## src/rtl/uart_tx_drainer_pkg.sv

```systemverilog
// Shared constants and state type for the UART TX drainer: register offsets,
// status bit positions, AXI response codes and the drain FSM encoding.
package uart_tx_drainer_pkg;

    localparam int REG_W  = 32;
    localparam int WORD_W = 32;

    localparam logic [31:0] UART_STAT_OFS   = 32'h0000_0008;
    localparam logic [31:0] UART_TX_OFS     = 32'h0000_0004;
    localparam int          UART_TXFULL_BIT = 3;
    localparam logic [1:0]  AXI_RESP_OKAY   = 2'b00;

    typedef enum logic [2:0] {
        ST_IDLE = 3'd0,
        ST_RD_A = 3'd1,
        ST_RD_D = 3'd2,
        ST_WR   = 3'd3,
        ST_WR_B = 3'd4
    } drain_state_t;

endpackage

```

## src/rtl/sync_fifo.sv

```systemverilog
// Single-clock FIFO with synchronous active-high reset. The head is read
// combinationally from registered state, so it only moves on a pop.
module sync_fifo #(
    parameter int WIDTH = 8,
    parameter int LOG   = 4
) (
    input  logic             clk,
    input  logic             rst,
    input  logic             push,
    input  logic             pop,
    input  logic [WIDTH-1:0] data_in,
    output logic [WIDTH-1:0] head,
    output logic [LOG:0]     count,
    output logic             full,
    output logic             empty
);

    localparam int DEPTH = 2 ** LOG;

    logic [WIDTH-1:0] mem [DEPTH];
    logic [LOG-1:0]   wr_ptr;
    logic [LOG-1:0]   rd_ptr;
    logic             do_push;
    logic             do_pop;

    // A push while full is dropped even if a pop happens in the same cycle.
    assign do_push = push && !full;
    assign do_pop  = pop && !empty;

    assign full  = (count == (LOG+1)'(DEPTH));
    assign empty = (count == '0);
    assign head  = mem[rd_ptr];

    always_ff @(posedge clk) begin
        if (do_push) begin
            mem[wr_ptr] <= data_in;
        end
    end

    always_ff @(posedge clk) begin
        if (rst) begin
            wr_ptr <= '0;
            rd_ptr <= '0;
            count  <= '0;
        end else begin
            if (do_push) begin
                wr_ptr <= wr_ptr + 1'b1;
            end
            if (do_pop) begin
                rd_ptr <= rd_ptr + 1'b1;
            end
            case ({do_push, do_pop})
                2'b10:   count <= count + 1'b1;
                2'b01:   count <= count - 1'b1;
                default: count <= count;
            endcase
        end
    end

endmodule

```

## src/rtl/uart_tx_drainer.sv

```systemverilog
// Buffers core output bytes and drains them one at a time to an AXI UART Lite
// TX FIFO, polling the status register before every write.
//
//  state   | meaning
//  --------+-----------------------------------------------------------
//  ST_IDLE | waiting for a buffered (or same-cycle pushed) byte
//  ST_RD_A | status read address phase, arvalid high
//  ST_RD_D | status read data phase, rready high; re-poll if TX full
//  ST_WR   | awvalid/wvalid raised together, each dropped on its ready
//  ST_WR_B | bready high; pop head on response, flag non-OKAY
module uart_tx_drainer
    import uart_tx_drainer_pkg::*;
#(
    parameter logic [31:0] UART_BASE = 32'h4060_0000,
    parameter int          FIFO_LOG  = 4
) (
    input  logic                clk,
    input  logic                rst,
    input  logic                out_req,
    input  logic [REG_W-1:0]    out_data,
    output logic                out_busy,
    output logic                overflow,
    output logic                axi_err,
    output logic [WORD_W-1:0]   axi_awaddr,
    output logic [2:0]          axi_awprot,
    output logic                axi_awvalid,
    input  logic                axi_awready,
    output logic [WORD_W-1:0]   axi_wdata,
    output logic [WORD_W/8-1:0] axi_wstrb,
    output logic                axi_wvalid,
    input  logic                axi_wready,
    input  logic [1:0]          axi_bresp,
    input  logic                axi_bvalid,
    output logic                axi_bready,
    output logic [WORD_W-1:0]   axi_araddr,
    output logic [2:0]          axi_arprot,
    output logic                axi_arvalid,
    input  logic                axi_arready,
    input  logic [WORD_W-1:0]   axi_rdata,
    input  logic [1:0]          axi_rresp,
    input  logic                axi_rvalid,
    output logic                axi_rready
);

    drain_state_t    state;
    logic            fifo_push;
    logic            fifo_pop;
    logic [7:0]      fifo_head;
    logic [FIFO_LOG:0] fifo_count;
    logic            fifo_full;
    logic            fifo_empty;
    logic            unused_bits;

    assign fifo_push = out_req && !out_busy;
    assign fifo_pop  = (state == ST_WR_B) && axi_bready && axi_bvalid;
    assign out_busy  = fifo_full;

    assign axi_awprot = 3'b000;
    assign axi_arprot = 3'b000;
    assign axi_araddr = UART_BASE + UART_STAT_OFS;
    assign axi_awaddr = UART_BASE + UART_TX_OFS;
    assign axi_wdata  = {{(WORD_W-8){1'b0}}, fifo_head};
    assign axi_wstrb  = (WORD_W/8)'(1);

    assign unused_bits = ^{out_data[REG_W-1:8], axi_rdata[WORD_W-1:UART_TXFULL_BIT+1],
                           axi_rdata[UART_TXFULL_BIT-1:0], fifo_count};

    sync_fifo #(
        .WIDTH (8),
        .LOG   (FIFO_LOG)
    ) u_fifo (
        .clk     (clk),
        .rst     (rst),
        .push    (fifo_push),
        .pop     (fifo_pop),
        .data_in (out_data[7:0]),
        .head    (fifo_head),
        .count   (fifo_count),
        .full    (fifo_full),
        .empty   (fifo_empty)
    );

    always_ff @(posedge clk) begin
        if (rst) begin
            state       <= ST_IDLE;
            axi_arvalid <= 1'b0;
            axi_rready  <= 1'b0;
            axi_awvalid <= 1'b0;
            axi_wvalid  <= 1'b0;
            axi_bready  <= 1'b0;
            overflow    <= 1'b0;
            axi_err     <= 1'b0;
        end else begin
            if (out_req && out_busy) begin
                overflow <= 1'b1;
            end
            case (state)
                ST_IDLE: begin
                    // Looking at the push itself saves a cycle of latency.
                    if (!fifo_empty || fifo_push) begin
                        axi_arvalid <= 1'b1;
                        state       <= ST_RD_A;
                    end
                end
                ST_RD_A: begin
                    if (axi_arready) begin
                        axi_arvalid <= 1'b0;
                        axi_rready  <= 1'b1;
                        state       <= ST_RD_D;
                    end
                end
                ST_RD_D: begin
                    if (axi_rvalid) begin
                        axi_rready <= 1'b0;
                        if (axi_rresp != AXI_RESP_OKAY || axi_rdata[UART_TXFULL_BIT]) begin
                            axi_arvalid <= 1'b1;
                            state       <= ST_RD_A;
                        end else begin
                            axi_awvalid <= 1'b1;
                            axi_wvalid  <= 1'b1;
                            state       <= ST_WR;
                        end
                    end
                end
                ST_WR: begin
                    if (axi_awready) begin
                        axi_awvalid <= 1'b0;
                    end
                    if (axi_wready) begin
                        axi_wvalid <= 1'b0;
                    end
                    if ((!axi_awvalid || axi_awready) && (!axi_wvalid || axi_wready)) begin
                        axi_bready <= 1'b1;
                        state      <= ST_WR_B;
                    end
                end
                ST_WR_B: begin
                    if (axi_bvalid) begin
                        axi_bready <= 1'b0;
                        if (axi_bresp != AXI_RESP_OKAY) begin
                            axi_err <= 1'b1;
                        end
                        state <= ST_IDLE;
                    end
                end
                default: begin
                    state <= ST_IDLE;
                end
            endcase
        end
    end

endmodule

```

## config.mk

```make
export PLATFORM = sky130hd
export DESIGN_NAME = uart_tx_drainer
export DESIGN_NICKNAME = d
export VERILOG_FILES = /design/src/rtl/uart_tx_drainer_pkg.sv /design/src/rtl/sync_fifo.sv /design/src/rtl/uart_tx_drainer.sv
export SDC_FILE = /design/constraint.sdc
export NUM_CORES = 1
export LEC_CHECK = 0
export CORE_MARGIN = 10
export CORE_UTILIZATION = 49
export DETAILED_ROUTE_END_ITERATION = 8
export HOLD_SLACK_MARGIN = 0.15
export PLACE_DENSITY = 0.77
export SYNTH_ARGS = -nofsm -noshare
export SYNTH_HDL_FRONTEND = slang
export SYNTH_SLANG_ARGS = --single-unit
```

## constraint.sdc

```tcl
create_clock -name clk -period 3.95 [get_ports clk]
set_input_delay 0.395 -clock clk [delete_from_list [all_inputs] [get_ports clk]]
set_output_delay 0.395 -clock clk [all_outputs]
set_load 0.05 [all_outputs]
```

==> out/metrics.cfg <==
[grt]
grt_pass1_wl_um = 22400
gr-usage-met2 = 0.236
grt_overflow_total = 0
grt_max_degree = 33
grt_pass1_vias = 3963
grt_most_used_layer = met2
use_met1 = 0.180
met3_usage = 0.0439
grt_usage = 0.146
antenna_found_initial = 0

[status]
status = complete, no violations

[final_layout]
antenna_cells = 0
synthToLayoutAreaGrowth_pct = 10.2
nNetsFinal = 602
num-fill-cells = 1140
multiInputGateArea_sq_um = 2230
seq_area_sq_um = 4390
drive_gt1_frac = 0.153
final_util = 0.546

[cts]
cts_root_buf = clkbuf_16
insertion_delay_ps = 420
post_cts_buffers = 0
cts-resized-gates = 0
cts_tree = yes
cts.sinks = 155
cts_max_path_buffers = 2
cts_buffers = 17
htree_levels = 4
clkTransAtPathRegs_ps = 60
hold_buffers = 0

[die]
start_util = 0.496
die_x_um = 141
die-area_sq_um = 19800
fp.dieH_um = 141
io_pins = 190
fp-row-count = 44
core_area_sq_um = 14400

[worst_setup_path]
end_kind = primary output
path_buf_inv = 2
cp_slowest_cell = clkdlybuf4s50_1
crit_family = multiplexers
crit_fanout = 32
arrival_ps = 2860
path_cells = buf_12 > mux4_2 > mux4_2 > clkdlybuf4s50_1
critPathRequiredTime_ps = 3560
slowest_delay_ps = 740
cp-start-kind = flop
worstSetupPathType = reg2out
cp_common_cell = mux4_2

[synthesis]
synth-xor-area-share = 0.00861
synth.area.mux_share = 0.131
synthArstFlopShare = 0
syn_avg_cell_area_sq_um = 14.8
synth_top_family_by_area = multiplexers
synthMostInstantiatedCell = edfxtp_1
synth_flop_cell = edfxtp_1
ys_ff_latch = 155
synth_area_leader_cell = edfxtp_1
yosysWarnings = 0
synth_top_area_share = 0.540
ys_types = 56
synth-simple-area-share = 0.0719
synth_common_cells = edfxtp_1, buf_4, mux4_2, nor2_1, dfxtp_1
yosysSeqAreaShare = 0.616
synthTopCellsByArea = edfxtp_1, mux4_2, buf_4
synth_compound_area_frac = 0.0374
synth_adder_area_share = 0.0123
synth_area_sq_um = 7120
synthCells = 481
synth_edf_count = 128

[sta]
tns_ps = 0
final_max_slew_viol_count = 0
finalSetupViolations = 0
tightest_slew_ps = 1030
clock.fmax_mhz = 307
max_slew_margin = 0.311
setup_slack_ps = 694
whs_ps = 460
finClkSkew_ps = 7.76
hold_viol = 0
rsz0062_at_grt = false
fin_crit_sh = 0.824
period_needed_ps = 3260

[route]
first_pass_iters = 4
routed_wl_um = 14400
wire_per_inst_um = 20.1
vias_per_cell = 5.24
num_vias = 3744
drtIter0Drc = 312
drc = 0
ant_nets = 0

[placed_design]
place_congestion = 0.767
dp_hpwl_um = 9270
port-buffer-count = 36
place_ws_ps = 875

[pwr]
peakVddDrop_mv = 0.283
p_leak_uw = 0.00274
power_density_nw_per_um2 = 472

[worst_hold_path]
hold_class = reg2reg

[job]
maxCapViolCount = 0

-- power by group --
| group | total [uW] | leakage [uW] | switching, uW | internal (uW) |
|---|---|---|---|---|
| combinational | 413 | 0.00111 | 332 | 81.6 |
| sequential | 1820 | 0.00138 | 21.9 | 1800 |
| clock | 1470 | 0.000250 | 618 | 856 |
| total | 3710 | 0.00274 | 971 | 2740 |
-- flip-flops by register name, summed over array words and instances, names as in the netlist, named ones only --
name           cells
axi_arvalid        1
u_fifo.wr_ptr      4
axi_wvalid         1
axi_awvalid        1
u_fifo.rd_ptr      4
axi_rready         1
axi_bready         1
overflow           1
u_fifo.count       5
axi_err            1
u_fifo.mem       128
state              3
-- routing by layer --
| layer | wire [um] | vias to the layer above |
|---|---|---|
| met1 | 5930 | 1879 |
| met5 | 0 | - |
| li1 | - | 1685 |
| met2 | 7310 | 161 |
| met4 | 280 | 0 |
| met3 | 834 | 19 |
-- logic make-up after synthesis --
| group | after synthesis |
|---|---|
| buf+inv | 131 |
| fa+ha+maj | 7 |
| xor+xnor | 7 |
| simple gates | 98 |
| mux | 43 |
| compound gates | 38 |
| other cells | 2 |
| flops | 155 |
-- final cells by class --
cell class / instances / share of cell area
Sequential cell: 155 / 0.559
Multi-Input combinational cell: 291 / 0.284
Timing Repair Buffer: 45 / 0.0561
Clock buffer: 19 / 0.0552
Tap cell: 184 / 0.0293
Clock inverter: 12 / 0.0126
Inverter: 9 / 0.00430
-- through the flow --
stage	cell area [sq um]	total power, uW	cells
floorplan	7480	2250	577
global placement	7320	2250	684
detailed placement	7320	2260	684
CTS	7850	3730	715
global route	7850	3830	715
finish	7850	3710	715
-- path summary, 6_finish.rpt --
check | from | endpoint | slack (ps) | cells after the start
max | flop | axi_wdata[5] | 690 | 4
min | axi_err$_SDFFE_PP0P_ | axi_err$_SDFFE_PP0P_ | 460 | 2
max reg2reg | u_fifo.count[3]$_SDFFE_PP0P_ | u_fifo.count[4]$_SDFFE_PP0P_ | 850 | 10
min reg2reg | axi_err$_SDFFE_PP0P_ | axi_err$_SDFFE_PP0P_ | 460 | 2
-- tightest hold or removal path, stage by stage, from the launching register on --
cell     delay [ps]
dfxtp_1         310
inv_1            50
a21oi_1          50
-- layout by cell type (no fill, tap or decap), types with 4 or more instances in the layout --
cell / Yosys / layout
a21oi_1: 10 / 10
buf_4: 98 / 8
clkbuf_16: 0 / 17
clkdlybuf4s50_1: 0 / 36
clkinv_1: 0 / 4
conb_1: 2 / 98
dfxtp_1: 27 / 26
edfxtp_1: 128 / 128
ha_1: 7 / 7
inv_1: 9 / 9
mux4_2: 40 / 40
nand2_1: 15 / 15
nand2b_1: 7 / 7
nand3_1: 6 / 6
nor2_1: 37 / 37
nor3_1: 7 / 7
o21ai_0: 4 / 4
or4_1: 5 / 5
xor2_1: 6 / 6
(Power assumes the default switching activity.)
